$ cat src/rtl/packetizer_ctrl_pkg.sv
// packetizer_ctrl_pkg: shared register map, AXI response codes and sequencer state type.
package packetizer_ctrl_pkg;
  localparam logic [31:0] ADDR_CONFIG = 32'h0000_0200;
  localparam logic [31:0] ADDR_STATUS = 32'h0000_0204;
  localparam logic [1:0] RESP_OKAY = 2'b00;
  localparam logic [1:0] RESP_SLVERR = 2'b10;
  typedef enum logic [2:0] {IDLE, ARM_WR, ARM_B, RUN, DISARM_WR, DISARM_B} state_t;
endpackage

$ cat src/rtl/packetizer_ctrl_if.sv
// packetizer_ctrl_if: AXI4-Lite write-only manager bus (AW, W, B channels).
//   master: drives awaddr/awprot/awvalid, wdata/wstrb/wvalid, bready
//   slave : drives awready, wready, bresp/bvalid
interface packetizer_ctrl_if;
  logic [31:0] awaddr;
  logic [2:0] awprot;
  logic awvalid;
  logic awready;
  logic [31:0] wdata;
  logic [3:0] wstrb;
  logic wvalid;
  logic wready;
  logic [1:0] bresp;
  logic bvalid;
  logic bready;
  modport master(output awaddr, awprot, awvalid, wdata, wstrb, wvalid, bready,
                 input awready, wready, bresp, bvalid);
  modport slave(input awaddr, awprot, awvalid, wdata, wstrb, wvalid, bready,
                output awready, wready, bresp, bvalid);
endinterface

$ cat src/rtl/packetizer_ctrl_axil_single_write.sv
// packetizer_ctrl_axil_single_write: issues one AW+W to a fixed address, collects B, flags ok/err/timeout.
//   clk, rst          clock, async active-high reset
//   en_wr_i           write phase: present AW/W until each is accepted
//   en_b_i            response phase: bready held high
//   data_i            write data
//   m                 AXI4-Lite manager bus
//   wr_done_o         both AW and W accepted this cycle (or earlier in the phase)
//   b_ok_o, b_err_o   B accepted this cycle with OKAY / non-OKAY
//   tmo_o             phase exceeded TMO cycles (TMO=0 disables)
module packetizer_ctrl_axil_single_write
  import packetizer_ctrl_pkg::*;
#(
  parameter logic [31:0] ADDR = ADDR_CONFIG,
  parameter int TMO = 1024
) (
  input  logic clk,
  input  logic rst,
  input  logic en_wr_i,
  input  logic en_b_i,
  input  logic [31:0] data_i,
  packetizer_ctrl_if.master m,
  output logic wr_done_o,
  output logic b_ok_o,
  output logic b_err_o,
  output logic tmo_o
);
  localparam int CW = $clog2(TMO + 2);
  logic aw_done_q, w_done_q, aw_done_d, w_done_d, aw_hs, w_hs, b_hs, evt, act;
  logic [CW-1:0] cnt_q, cnt_d;
  assign m.awaddr = ADDR;
  assign m.awprot = 3'b000;
  assign m.wstrb = 4'hF;
  assign m.wdata = data_i;
  // Each valid drops only after its own handshake, so AW and W may complete in different cycles.
  assign m.awvalid = en_wr_i & ~aw_done_q;
  assign m.wvalid = en_wr_i & ~w_done_q;
  assign m.bready = en_b_i;
  assign aw_hs = m.awvalid & m.awready;
  assign w_hs = m.wvalid & m.wready;
  assign b_hs = m.bready & m.bvalid;
  assign act = en_wr_i | en_b_i;
  assign wr_done_o = en_wr_i & (aw_done_q | aw_hs) & (w_done_q | w_hs);
  assign b_ok_o = b_hs & (m.bresp == RESP_OKAY);
  assign b_err_o = b_hs & (m.bresp != RESP_OKAY);
  assign evt = wr_done_o | b_hs;
  // Counter restarts on every phase change, so the limit applies per phase.
  assign tmo_o = (TMO != 0) & act & ~evt & (cnt_q == CW'(TMO));
  assign aw_done_d = en_wr_i & ~wr_done_o & (aw_done_q | aw_hs);
  assign w_done_d = en_wr_i & ~wr_done_o & (w_done_q | w_hs);
  assign cnt_d = (evt | ~act) ? '0 : cnt_q + CW'(1);
  always_ff @(posedge clk or posedge rst)
    if (rst) begin
      aw_done_q <= 1'b0;
      w_done_q <= 1'b0;
      cnt_q <= '0;
    end else begin
      aw_done_q <= aw_done_d;
      w_done_q <= w_done_d;
      cnt_q <= cnt_d;
    end
endmodule

$ cat src/rtl/packetizer_ctrl.sv
// packetizer_ctrl: arms the packetizer over AXI4-Lite, counts packets, disarms; reports done/err.
//   aclk, areset         clock, async active-high reset
//   start, abort         1-cycle pulses: begin run / stop run early
//   cfg_samples          beats per packet (>=2), sampled on start
//   cfg_packets          packets per run (>=1), sampled on start
//   pkt_last, pkt_beat   packetizer tlast and stream beat
//   busy                 run in progress
//   done                 1-cycle pulse on clean completion
//   err                  sticky error, cleared by next accepted start
//   packets_done         packets counted in current/last run
//   m_axi_lite           AXI4-Lite manager bus to packetizer config
module packetizer_ctrl
  import packetizer_ctrl_pkg::*;
#(
  parameter logic [31:0] BASE_ADDR = 32'h0000_0000,
  parameter logic [31:0] CFG_OFFSET = ADDR_CONFIG,
  parameter int PKT_CNT_W = 16,
  parameter int BRESP_TMO = 1024
) (
  input  logic aclk,
  input  logic areset,
  input  logic start,
  input  logic abort,
  input  logic [31:0] cfg_samples,
  input  logic [PKT_CNT_W-1:0] cfg_packets,
  input  logic pkt_last,
  input  logic pkt_beat,
  output logic busy,
  output logic done,
  output logic err,
  output logic [PKT_CNT_W-1:0] packets_done,
  packetizer_ctrl_if.master m_axi_lite
);
  state_t state_q, state_d;
  logic [31:0] samples_q, samples_d;
  logic [PKT_CNT_W-1:0] packets_q, packets_d, cnt_q, cnt_d;
  logic err_q, err_d, done_q, done_d, abort_q, abort_d;
  logic wr_done, b_ok, b_err, tmo, pkt, bad_cfg;
  assign pkt = pkt_last & pkt_beat;
  assign bad_cfg = (cfg_samples < 32'd2) | (cfg_packets == '0);
  assign busy = state_q != IDLE;
  assign done = done_q;
  assign err = err_q;
  assign packets_done = cnt_q;
  // The packetizer emits N+1 beats per packet, hence samples-1 on arm; disarm writes 0.
  packetizer_ctrl_axil_single_write #(.ADDR(BASE_ADDR + CFG_OFFSET), .TMO(BRESP_TMO)) u_wr (
    .clk(aclk),
    .rst(areset),
    .en_wr_i(state_q == ARM_WR || state_q == DISARM_WR),
    .en_b_i(state_q == ARM_B || state_q == DISARM_B),
    .data_i(state_q == ARM_WR ? samples_q - 32'd1 : 32'd0),
    .m(m_axi_lite),
    .wr_done_o(wr_done),
    .b_ok_o(b_ok),
    .b_err_o(b_err),
    .tmo_o(tmo)
  );
  always_comb begin
    state_d = state_q;
    samples_d = samples_q;
    packets_d = packets_q;
    cnt_d = cnt_q;
    err_d = err_q;
    abort_d = abort_q;
    done_d = 1'b0;
    case (state_q)
      IDLE:
        if (start) begin
          if (bad_cfg) err_d = 1'b1;
          else begin
            samples_d = cfg_samples;
            packets_d = cfg_packets;
            cnt_d = '0;
            err_d = 1'b0;
            abort_d = 1'b0;
            state_d = ARM_WR;
          end
        end
      // An abort during arming lets the arm write finish, then disarms.
      ARM_WR: begin
        abort_d = abort_q | abort;
        if (tmo) begin
          err_d = 1'b1;
          state_d = IDLE;
        end else if (wr_done) state_d = ARM_B;
      end
      ARM_B: begin
        abort_d = abort_q | abort;
        if (tmo | b_err) begin
          err_d = 1'b1;
          state_d = IDLE;
        end else if (b_ok) state_d = (abort_q | abort) ? DISARM_WR : RUN;
      end
      // A packet ending in the abort cycle still counts; the count saturates at cfg_packets.
      RUN: begin
        cnt_d = cnt_q + PKT_CNT_W'(pkt && cnt_q != packets_q);
        state_d = (abort || cnt_d == packets_q) ? DISARM_WR : RUN;
      end
      DISARM_WR:
        if (tmo) begin
          err_d = 1'b1;
          state_d = IDLE;
        end else if (wr_done) state_d = DISARM_B;
      DISARM_B:
        if (tmo | b_err) begin
          err_d = 1'b1;
          state_d = IDLE;
        end else if (b_ok) begin
          done_d = 1'b1;
          state_d = IDLE;
        end
      default: state_d = IDLE;
    endcase
  end
  always_ff @(posedge aclk or posedge areset)
    if (areset) begin
      state_q <= IDLE;
      samples_q <= '0;
      packets_q <= '0;
      cnt_q <= '0;
      err_q <= 1'b0;
      done_q <= 1'b0;
      abort_q <= 1'b0;
    end else begin
      state_q <= state_d;
      samples_q <= samples_d;
      packets_q <= packets_d;
      cnt_q <= cnt_d;
      err_q <= err_d;
      done_q <= done_d;
      abort_q <= abort_d;
    end
endmodule

$ cat src/flat_wrapper.sv
// flat-port wrapper written by rule: the top's interface ports become plain ports
module packetizer_ctrl_flat import packetizer_ctrl_pkg::*;
#(
  parameter logic [31:0] BASE_ADDR = 32'h0000_0000,
  parameter logic [31:0] CFG_OFFSET = ADDR_CONFIG,
  parameter int PKT_CNT_W = 16,
  parameter int BRESP_TMO = 1024
)
  (aclk, areset, start, abort, cfg_samples, cfg_packets, pkt_last, pkt_beat, busy, done, err, packets_done, m_axi_lite_awaddr, m_axi_lite_awprot, m_axi_lite_awvalid, m_axi_lite_wdata, m_axi_lite_wstrb, m_axi_lite_wvalid, m_axi_lite_bready, m_axi_lite_awready, m_axi_lite_wready, m_axi_lite_bresp, m_axi_lite_bvalid);
  packetizer_ctrl_if m_axi_lite_i ();
  input  logic aclk;
  input  logic areset;
  input  logic start;
  input  logic abort;
  input  logic [31:0] cfg_samples;
  input  logic [PKT_CNT_W-1:0] cfg_packets;
  input  logic pkt_last;
  input  logic pkt_beat;
  output logic busy;
  output logic done;
  output logic err;
  output logic [PKT_CNT_W-1:0] packets_done;
  output wire logic [$bits(m_axi_lite_i.awaddr)-1:0] m_axi_lite_awaddr;
  output wire logic [$bits(m_axi_lite_i.awprot)-1:0] m_axi_lite_awprot;
  output wire logic [$bits(m_axi_lite_i.awvalid)-1:0] m_axi_lite_awvalid;
  output wire logic [$bits(m_axi_lite_i.wdata)-1:0] m_axi_lite_wdata;
  output wire logic [$bits(m_axi_lite_i.wstrb)-1:0] m_axi_lite_wstrb;
  output wire logic [$bits(m_axi_lite_i.wvalid)-1:0] m_axi_lite_wvalid;
  output wire logic [$bits(m_axi_lite_i.bready)-1:0] m_axi_lite_bready;
  input wire logic [$bits(m_axi_lite_i.awready)-1:0] m_axi_lite_awready;
  input wire logic [$bits(m_axi_lite_i.wready)-1:0] m_axi_lite_wready;
  input wire logic [$bits(m_axi_lite_i.bresp)-1:0] m_axi_lite_bresp;
  input wire logic [$bits(m_axi_lite_i.bvalid)-1:0] m_axi_lite_bvalid;
  assign m_axi_lite_awaddr = m_axi_lite_i.awaddr;
  assign m_axi_lite_awprot = m_axi_lite_i.awprot;
  assign m_axi_lite_awvalid = m_axi_lite_i.awvalid;
  assign m_axi_lite_wdata = m_axi_lite_i.wdata;
  assign m_axi_lite_wstrb = m_axi_lite_i.wstrb;
  assign m_axi_lite_wvalid = m_axi_lite_i.wvalid;
  assign m_axi_lite_bready = m_axi_lite_i.bready;
  assign m_axi_lite_i.awready = m_axi_lite_awready;
  assign m_axi_lite_i.wready = m_axi_lite_wready;
  assign m_axi_lite_i.bresp = m_axi_lite_bresp;
  assign m_axi_lite_i.bvalid = m_axi_lite_bvalid;
  packetizer_ctrl #(.BASE_ADDR(BASE_ADDR), .CFG_OFFSET(CFG_OFFSET), .PKT_CNT_W(PKT_CNT_W), .BRESP_TMO(BRESP_TMO)) u_core (.aclk(aclk), .areset(areset), .start(start), .abort(abort), .cfg_samples(cfg_samples), .cfg_packets(cfg_packets), .pkt_last(pkt_last), .pkt_beat(pkt_beat), .busy(busy), .done(done), .err(err), .packets_done(packets_done), .m_axi_lite(m_axi_lite_i));
endmodule
$ cat config.mk
export PLATFORM = sky130hd
export DESIGN_NAME = packetizer_ctrl_flat
export DESIGN_NICKNAME = d
export VERILOG_FILES = /design/src/rtl/packetizer_ctrl_pkg.sv /design/src/rtl/packetizer_ctrl_if.sv /design/src/rtl/packetizer_ctrl_axil_single_write.sv /design/src/rtl/packetizer_ctrl.sv /design/src/flat_wrapper.sv
export SDC_FILE = /design/constraint.sdc
export NUM_CORES = 1
export LEC_CHECK = 0
export CAP_MARGIN = 20
export CORE_UTILIZATION = 44
export CTS_CLUSTER_DIAMETER = 40
export DETAILED_ROUTE_END_ITERATION = 7
export PLACE_DENSITY = 0.78
export SLEW_MARGIN = 25
export SYNTH_ARGS = -nofsm -noshare
export SYNTH_HDL_FRONTEND = slang
export SYNTH_SLANG_ARGS = --single-unit
$ cat constraint.sdc
create_clock -name aclk -period 3.4 [get_ports aclk]
set_input_delay 0.51 -clock aclk [delete_from_list [all_inputs] [get_ports aclk]]
set_output_delay 0.51 -clock aclk [all_outputs]
set_load 0.01 [all_outputs]
# == Word level (Yosys, flattened, before mapping) ==
# Index checks and enable logic that the tools add are counted.
# Widths: inputs -> output; s select.
# word_totals
register_bits,83
latch_bits,0
mem_bits_rw,0
romBits,0
out_inout_bits,93
mem_count,0
# classes
addsub,3
multipliers,0
div_mod_pow,0
n_lt_le_gt_ge,1
eq_ne,16
shift,0
muxes,29
n_bitwise,29
reduce_logical,20
# op_table
op,count
$mux 3,12
$lt 32x2->1 const B,1
$mux 16,2
$mux 32,1
$pmux 16 s2,1
$sub 32x1->32 const B,1
$pmux 3 s6,1
$add 16x1->16,1
$eq 16x16->1,1
$logic_not 16->1,1
$ne 16x16->1,1
$and 1x1->1,15
$ne 3x2->1 const B,4
$add 11x1->11 const B,1
$eq 11x11->1 const B,1
$mux 11,1
$mux 1,9
$reduce_and 3->1,3
$or 1x1->1,8
$eq 3x2->1 const B,2
$eq 3x3->1 const B,2
$not 1->1,6
$reduce_and 6->1,1
$reduce_bool 2->1,3
12 further kinds,19

# == Depth between registers and ports, before layout ==
# Gate-level depths: netlist of run 1.
# depth
depth_word,14
ltp_mapped,16
depth_no_buf,14

# == Modules after synthesis ==
# Synthesis of run 1 repeated with hierarchy kept, for this count alone.
# unflattened
hier_cells,617
hier_area_um2,5611.6
# modules_own_cells
module,instances,cells_per_inst,area_per_inst_um2,seq_area_each_um2
packetizer_ctrl,1,469,4380.5,1751.7
packetizer_ctrl_axil_single_write,1,148,1231.2,325.3

# == Worst setup path before layout of run 1 ==
# Ideal clock, no wire load.
# synth_timing
path_kind,reg-to-reg
startpoint,"register u_core.cnt_q[12], in the netlist u_core.packets_done[12]"
endpoint,register u_core.state_q[0]
setup_ps,136
arrival_time_ps,3609
t_required_ps,3264
slack_ps,-344
path_stages_with_launch,16
n_path_buf,1
period_less_slack_ps,3744
cell_sequence,dfrtp_1 > xnor2_1 > or3b_2 > nor3_1 > nand4_1 > o311a_1 > ha_1 > ha_1 > clkbuf_1 > xor3_1 > or4_1 > a21oi_1 > o21a_1 > o211ai_1 > o21ai_1 > o211ai_1
# synth_between
elab_chain_cells,7
# synth_rtl
item,line_no,rtl
"start, declared",packetizer_ctrl.sv:36,"logic [PKT_CNT_W-1:0] packets_q, packets_d, cnt_q, cnt_d;"
"start signal, assigned",packetizer_ctrl.sv:128,cnt_q <= cnt_d;
$ne 16x16->1,packetizer_ctrl.sv:96,cnt_d = cnt_q + PKT_CNT_W'(pkt && cnt_q != packets_q);
$logic_and 1x1->1,packetizer_ctrl.sv:96,
$add 16x1->16 (*),packetizer_ctrl.sv:96,
$eq 16x16->1 (*),packetizer_ctrl.sv:97,state_d = (abort || cnt_d == packets_q) ? DISARM_WR : RUN;
$logic_or 1x1->1 (*),packetizer_ctrl.sv:97,
$mux 3 (*),packetizer_ctrl.sv:97,
$pmux 3 s6 (*),packetizer_ctrl.sv:66,case (state_q)
"end signal, assigned",packetizer_ctrl.sv:125,state_q <= state_d;
"end, declared",packetizer_ctrl.sv:34,"state_t state_q, state_d;"
# Every way passes the cells marked *; elsewhere a longest branch is shown, timed or not.
# A chain may end at the register's enable or synchronous reset.

# == Worst setup path after layout of run 1 ==
# layout_timing
startpoint,register u_core.packets_q[12]
endpoint,register u_core.state_q[0]
# layout_between
elab_chain_cells,7
# layout_rtl
item,line_no,rtl
"start, declared",packetizer_ctrl.sv:36,
"start signal, assigned",packetizer_ctrl.sv:127,packets_q <= packets_d;
$ne 16x16->1,packetizer_ctrl.sv:96,
$logic_and 1x1->1,packetizer_ctrl.sv:96,
$add 16x1->16,packetizer_ctrl.sv:96,
$eq 16x16->1 (*),packetizer_ctrl.sv:97,
$logic_or 1x1->1 (*),packetizer_ctrl.sv:97,
$mux 3 (*),packetizer_ctrl.sv:97,
$pmux 3 s6 (*),packetizer_ctrl.sv:66,
# Marked as above.

==> reports/results.ini, run 1 <==
[status]
status=finished, violations left
violations=DRC, setup timing

[clock_network]
h-tree-depth=3
cts_root_buf=clkbuf_16
cts_sinks=83
cts_tree=yes
clkTransAtPathRegs_ns=0.06
clkLatencyLatePin_ns=0.35
clockBufferDepth=2
numCtsBuffers=9
cts_hold_buf=0

[logic_synthesis]
synth_most_common_cell=dfrtp_1
synth_adder_area_share_pct=1.174
ys_seq_elements=83
syn_area_per_cell_sq_um=9.396
yosysUniqueCellTypes=58
synth_top_family_by_area=simple AND/OR/NAND/NOR gates
synth_compound_area_share_pct=8.525
async_reset_ff_share_pct=100.0
ys_top_cells_by_area=dfrtp_1, mux2_2, xnor2_1
yosysTopAreaCellShare_pct=38.99
yosys.area_share.simple_pct=21.79
synth_area_sq_mm=0.005328
synth-edff-count=0
synth_commonest_cells=dfrtp_1, nor2_1, mux2_2, buf_4, xnor2_1
synth_top_area_cell=dfrtp_1
yosys-mux-area-fraction_pct=9.699
synthCells=567
synthXorXnorAreaFrac_pct=11.13
yosys_warnings=0
yosysSeqAreaShare_pct=38.99
synthFlopType=dfrtp_1

[sta]
final_max_slew_viol_count=0
period_needed_ns=3.590
setup_viol=4
rsz0062_at_grt=yes
clock_skew_ns=0.008331
fin_crit_sh_pct=105.6
timing.fmax_mhz=278.6
timing.slew.headroom_pct=54.25
whs_ns=0.4788
worst_pin_slew_ns=0.6855
setup_slack_ns=-0.1897
final.setup.tns_ns=-0.4357
hold_viol=0

[global_route]
grt-ovfl-total=0
grt_pass1_wl_mm=23.61
grt_pass1_vias=4820
grt_max_degree=49
track_usage_pct=23.89
antenna_found_initial=0

[hold_path]
hold_depth=1
min_from=u_core.u_wr.aw_done_q
whs_endpoint=u_core.u_wr.w_done_q
holdCritPathClass=reg2reg

[route]
vias_per_cell=5.549
firstDrtPassIters=8
drtIter0Drc=262
ant_nets=0
dr_total_vias=4761
wirelength_mm=14.53
wire_per_inst_um=16.93
drcViolationCount=10

[placement]
gp_congestion=0.9133
dpl_worst_slack_ns=-0.2172
dpl.hpwl_mm=10.56
port_buffers=112
dp.cells=833

[floorplan]
fp-row-count=39
core-area_sq_mm=0.01161
fp.dieH_um=112.0
dieWidth_um=112.0
initial_core_util_pct=45.87
pin_count=152
die_area_sq_mm=0.01255

[setup_path]
crit_path_max_fanout=3
crit_path_cell_trace=xnor2_2, or3b_4, nor3_2, nand4_1, o311a_1, ha_4, buf_4, nand4_1, nor3_2, or4b_4, a211oi_2, o211ai_1, o21ai_1, o211ai_1
ff2ff_path_depth=14
path_class=reg2reg
cp-start-kind=register
critPathCaptureType=register
cp.required_ns=3.62
cp_slowest_cell=or4b_4
worstReg2RegStart=u_core.packets_q[12]
max_stage_delay_ns=0.49
timing.rr.end=u_core.state_q[0]
reg2reg_slack_ns=-0.19
cp_data_arrival_time_ns=3.81

[finish]
drive_gt1_share_pct=21.68
synthToLayoutAreaGrowth_pct=35.89
fin_nets=774
final_cell_count_no_fill=858
antenna_cells=0

[power]
power_switching_uw=2082
p_comb_share_pct=48.1
leakagePower_uw=0.002969
power.internal_uw=3359
p_sw_share_pct=38.27
ir_drop_mv=0.4159
pwr_density_cell_mw_per_mm2=751.6
clkPwrFrac_pct=19.8
p_seq_share_pct=32.1
power.total_uw=5441

[run]
maxCapViolCount=0

==> through the flow <==
step	util, %	instance area, sq um
after detailed placement	57.90	6724
after floorplan	-	5508
final	62.34	7239
after global placement	57.90	6724
after CTS	61.42	7133
after global routing	62.34	7239
==> layer usage <==
metal  track usage, %  routed length [um]  up-vias  share of wire [%]
li1                 -                   -     2217                  -
met2            41.45                7142      214                 49
met4            9.244                 470        0                3.2
met3            5.454                1031       35                7.1
met1            28.89                5882     2295                 40
met5                0                   0        -                  0
==> logic make-up (layout without fill, tap and decap cells) <==
family,after synthesis,after routing
other cells,2,39
xor+xnor,66,66
compound gates,75,75
buf+inv,80,191
simple gates,210,210
fa+ha+maj,5,5
mux,46,46
flops,83,83
==> worst max path at each step <==
stage                     cells after the start               startpoint                 to  slack, ns
after global placement                       14     u_core.packets_q[12]  u_core.state_q[0]      -0.15
final                                        14     u_core.packets_q[12]  u_core.state_q[0]      -0.19
after CTS                                    14  u_core.packets_done[12]  u_core.state_q[0]      -0.05
after floorplan                              15  u_core.packets_done[12]  u_core.state_q[0]      -0.03
after detailed placement                     14     u_core.packets_q[12]  u_core.state_q[1]      -0.22
after global routing                         14     u_core.packets_q[12]  u_core.state_q[0]      -0.34
==> worst max-delay path, delay by kind of cell, from the launching register on <==
| family | cells | cell delay, ns |
|---|---|---|
| AOI/OAI and AO/OA | 5 | 1.19 |
| xor gates and xnor gates | 1 | 0.20 |
| adders and majority gates | 1 | 0.19 |
| buffers and inverters | 1 | 0.14 |
| DFF | 1 | 0.43 |
| and+or+nand+nor | 6 | 1.32 |
==> what timing repair did <==
| action | 4_1_cts | 5_1_grt |
|---|---|---|
| pin swaps | 8 | 13 |
| resized for setup | 23 | 32 |
| hold endpoints to repair | 0 | 0 |
| buffers inserted | 3 | 6 |
| endpoints found under the setup margin | 17 | 13 |
==> layout make-up <==
type,instances,area [sq um]
fillers,916,4374
multi-input cells,441,3113
flip-flops and latches,83,2078
repair buffers,163,1495
clock buffers,11,252.7
well taps,143,178.9
clock inverters,5,75.07
inverters,12,46.29
==> state kept, by name, summed over array words and instances (netlist names) <==
register / flops
u_core.state_q: 3
u_core.abort_q: 1
u_core.packets_done: 16
u_core.u_wr.w_done_q: 1
u_core.samples_q: 32
u_core.err: 1
u_core.u_wr.cnt_q: 11
u_core.done: 1
u_core.packets_q: 16
u_core.u_wr.aw_done_q: 1
==> power by group through the flow <==
stage / registers (uW) / clock network (uW) / logic, uW
after floorplan: 1650 / 0 / 1610
after global placement: 1700 / 0 / 2540
after detailed placement: 1720 / 0 / 2560
after CTS: 1720 / 1090 / 2580
after global routing: 1790 / 1140 / 2840
final: 1750 / 1080 / 2620
==> placed cells by master, fill, tap and decap left out, types with 5 or more instances in the layout <==
cell and instances:
clkdlybuf4s50_1 98, dfrtp_1 82, nor2_1 64, buf_4 49, mux2_2 45, conb_1 39, xnor2_1 37, o21ai_0 28
nand2_1 27, xor2_1 27, nand3_1 17, a21oi_1 16, nor4_1 15, nand4_1 14, inv_1 11, clkbuf_16 9
nor3_1 8, or3_1 7, nor4_4 6, and2_1 5, clkbuf_2 5
No activity file was read; power rests on OpenSTA's default activity.
==> run 2: changes to the inputs <==
- clock period: 3.4 -> 3.2 ns (I/O delays scaled with it)
==> reports/results.ini, run 2 (synthesis gave the netlist of run 1 again) <==
[hold_path]
hold_depth=1
whs_endpoint=u_core.u_wr.w_done_q
holdCritPathClass=reg2reg
min_from=u_core.u_wr.aw_done_q

[finish]
layout_commonest_cell=clkdlybuf4s50_1
fin_nets=796
post-route-util_pct=63.64
regArea_sq_mm=0.002079
synthToLayoutAreaGrowth_pct=38.73
fill_cells=912
drive_gt1_share_pct=24.69
antenna_cells=0
final_cell_count_no_fill=880
largest-register=u_core.samples_q
largest_register_ffs=32
final_cell_mix=clkdlybuf4s50_1, dfrtp_1, buf_4
multiInputGateArea_sq_mm=0.003144

[setup_path]
crit_path_max_fanout=5
crit_family=simple AND/OR/NAND/NOR gates
cp.required_ns=3.42
timing.rr.end=u_core.state_q[0]
cp-start-kind=register
cp_data_arrival_time_ns=3.60
crit_path_cell_trace=xnor2_2, or3b_4, nor3_4, nand4_1, o311a_1, ha_2, ha_4, xor3_1, or4_1, a21oi_2, o21a_1, o211ai_1, o21ai_1, o211ai_1
critPathCaptureType=register
path_class=reg2reg
cpMostUsedCell=o211ai_1
cp_slowest_cell=or4_1
max_stage_delay_ns=0.49
worstReg2RegStart=u_core.packets_q[12]
ff2ff_path_depth=14
critPathBufInv=0
reg2reg_slack_ns=-0.18

[clock_network]
h-tree-depth=3
cts_root_buf=clkbuf_16
clkTransAtPathRegs_ns=0.06
numCtsBuffers=9
clockBufferDepth=2
cts_tree=yes
clkLatencyLatePin_ns=0.35
cts_sinks=83

[floorplan]
pin_count=152
fp.dieH_um=112.0
dieWidth_um=112.0
initial_core_util_pct=45.87
fp-row-count=39
core-area_sq_mm=0.01161
die_area_sq_mm=0.01255

[sta]
final_max_slew_viol_count=0
setup_slack_ns=-0.1755
fin_crit_sh_pct=105.5
clock_skew_ns=0.006571
worst_pin_slew_ns=0.6649
timing.fmax_mhz=296.2
timing.slew.headroom_pct=55.57
period_needed_ns=3.376
rsz0062_at_grt=yes
setup_viol=5
hold_viol=0
whs_ns=0.4706

[route]
wirelength_mm=14.85
vias_per_cell=5.478
wire_per_inst_um=16.88
ant_nets=0
drtIter0Drc=271
firstDrtPassIters=8
drcViolationCount=8
dr_total_vias=4821

[global_route]
track_usage_pct=24.19
grt-ovfl-total=0
grt_max_degree=84
grt_pass1_wl_mm=23.70
grt_pass1_vias=4728
antenna_found_initial=0

[status]
status=finished, violations left
violations=DRC, setup timing

[placement]
port_buffers=112
gp_congestion=0.8950
dp.cells=858
dpl.hpwl_mm=10.72

[power]
pwr_density_cell_mw_per_mm2=784.7
leakagePower_uw=0.003096
ir_drop_mv=0.5459

[run]
maxCapViolCount=0

[run 2: cell count changes in the layout (fill, tap and decap cells not counted), moves of 3 or more]
cell	change
nor3_2	-3
buf_2	+5
buf_4	+18
dlygate4sd2_1	+3
buf_6	+3
clkdlybuf4s50_1	-7
[run 2: repair_timing]
| action | 4_1_cts | 5_1_grt |
|---|---|---|
| buffers inserted | 2 | 4 |
| cloned | 0 | 0 |
| hold buffers | 0 | 0 |
| setup endpoints to repair | 21 | 22 |
| pin swaps | 15 | 13 |
| gates resized for setup | 51 | 31 |
[run 2: cell type report]
cell class,count,share of cell area (%)
clock inverters,4,0.3386
flip-flops and latches,83,28.14
clock buffers,12,3.470
inverters,12,0.6264
well taps,143,2.421
multi-input cells,441,42.54
repair buffers,185,22.46
[run 2: worst max-delay path by stage]
stage / start / slack, ns / end / cells past startpoint
6_report: u_core.packets_q[12] / -0.18 / u_core.state_q[0] / 14
5_1_grt: u_core.packets_q[12] / -0.31 / u_core.state_q[0] / 14
4_1_cts: u_core.packets_done[12] / -0.27 / u_core.state_q[0] / 14
3_5_place_dp: u_core.packets_q[12] / -0.39 / u_core.state_q[0] / 14
3_3_place_gp: u_core.packets_q[12] / -0.26 / u_core.state_q[0] / 14
2_1_floorplan: u_core.packets_done[12] / -0.23 / u_core.state_q[0] / 15
[run 2: worst reg2reg max path, delay by kind of cell (launching register included)]
| family | cells | cell delay, ns |
|---|---|---|
| compound gates | 6 | 0.98 |
| xor+xnor | 2 | 0.34 |
| fa+ha+maj | 2 | 0.38 |
| flops | 1 | 0.41 |
| simple gates | 4 | 1.15 |
[run 2: power breakdown]
group / internal, uW / total, uW / switching, uW / leakage, uW
clock: 566 / 999 / 433 / 0.000135
combinational: 1540 / 2980 / 1450 / 0.00192
sequential: 1420 / 1820 / 400 / 0.00104
[run 2: per-layer routing]
layer | routed length [um] | share of wire (%) | global-route usage, % | up-vias
li1 | - | - | - | 2263
met1 | 6199 | 42 | 29.60 | 2344
met2 | 7173 | 48 | 40.37 | 187
met3 | 1072 | 7.2 | 5.886 | 27
met4 | 406 | 2.7 | 11.29 | 0
met5 | 0 | 0 | 0 | -
[run 2: metrics by stage]
step / power [uW] / setup WS (ns) / area [sq um] / TNS, ns
after floorplan: 3460 / -0.2252 / 5508 / -0.5117
after global placement: 4644 / -0.2586 / 6924 / -0.6733
after detailed placement: 4702 / -0.3903 / 6924 / -1.114
after CTS: 5709 / -0.2655 / 7272 / -0.6298
after global routing: 6143 / -0.3119 / 7391 / -1.091
final: 5800 / -0.1755 / 7391 / -0.4075
==> run 3: changes to the inputs <==
- CAP_MARGIN: 20 -> unset
- CTS_CLUSTER_SIZE: unset -> 25
==> results of run 3 <==
Final layout, timing and power as in run 2 (identical DEF).
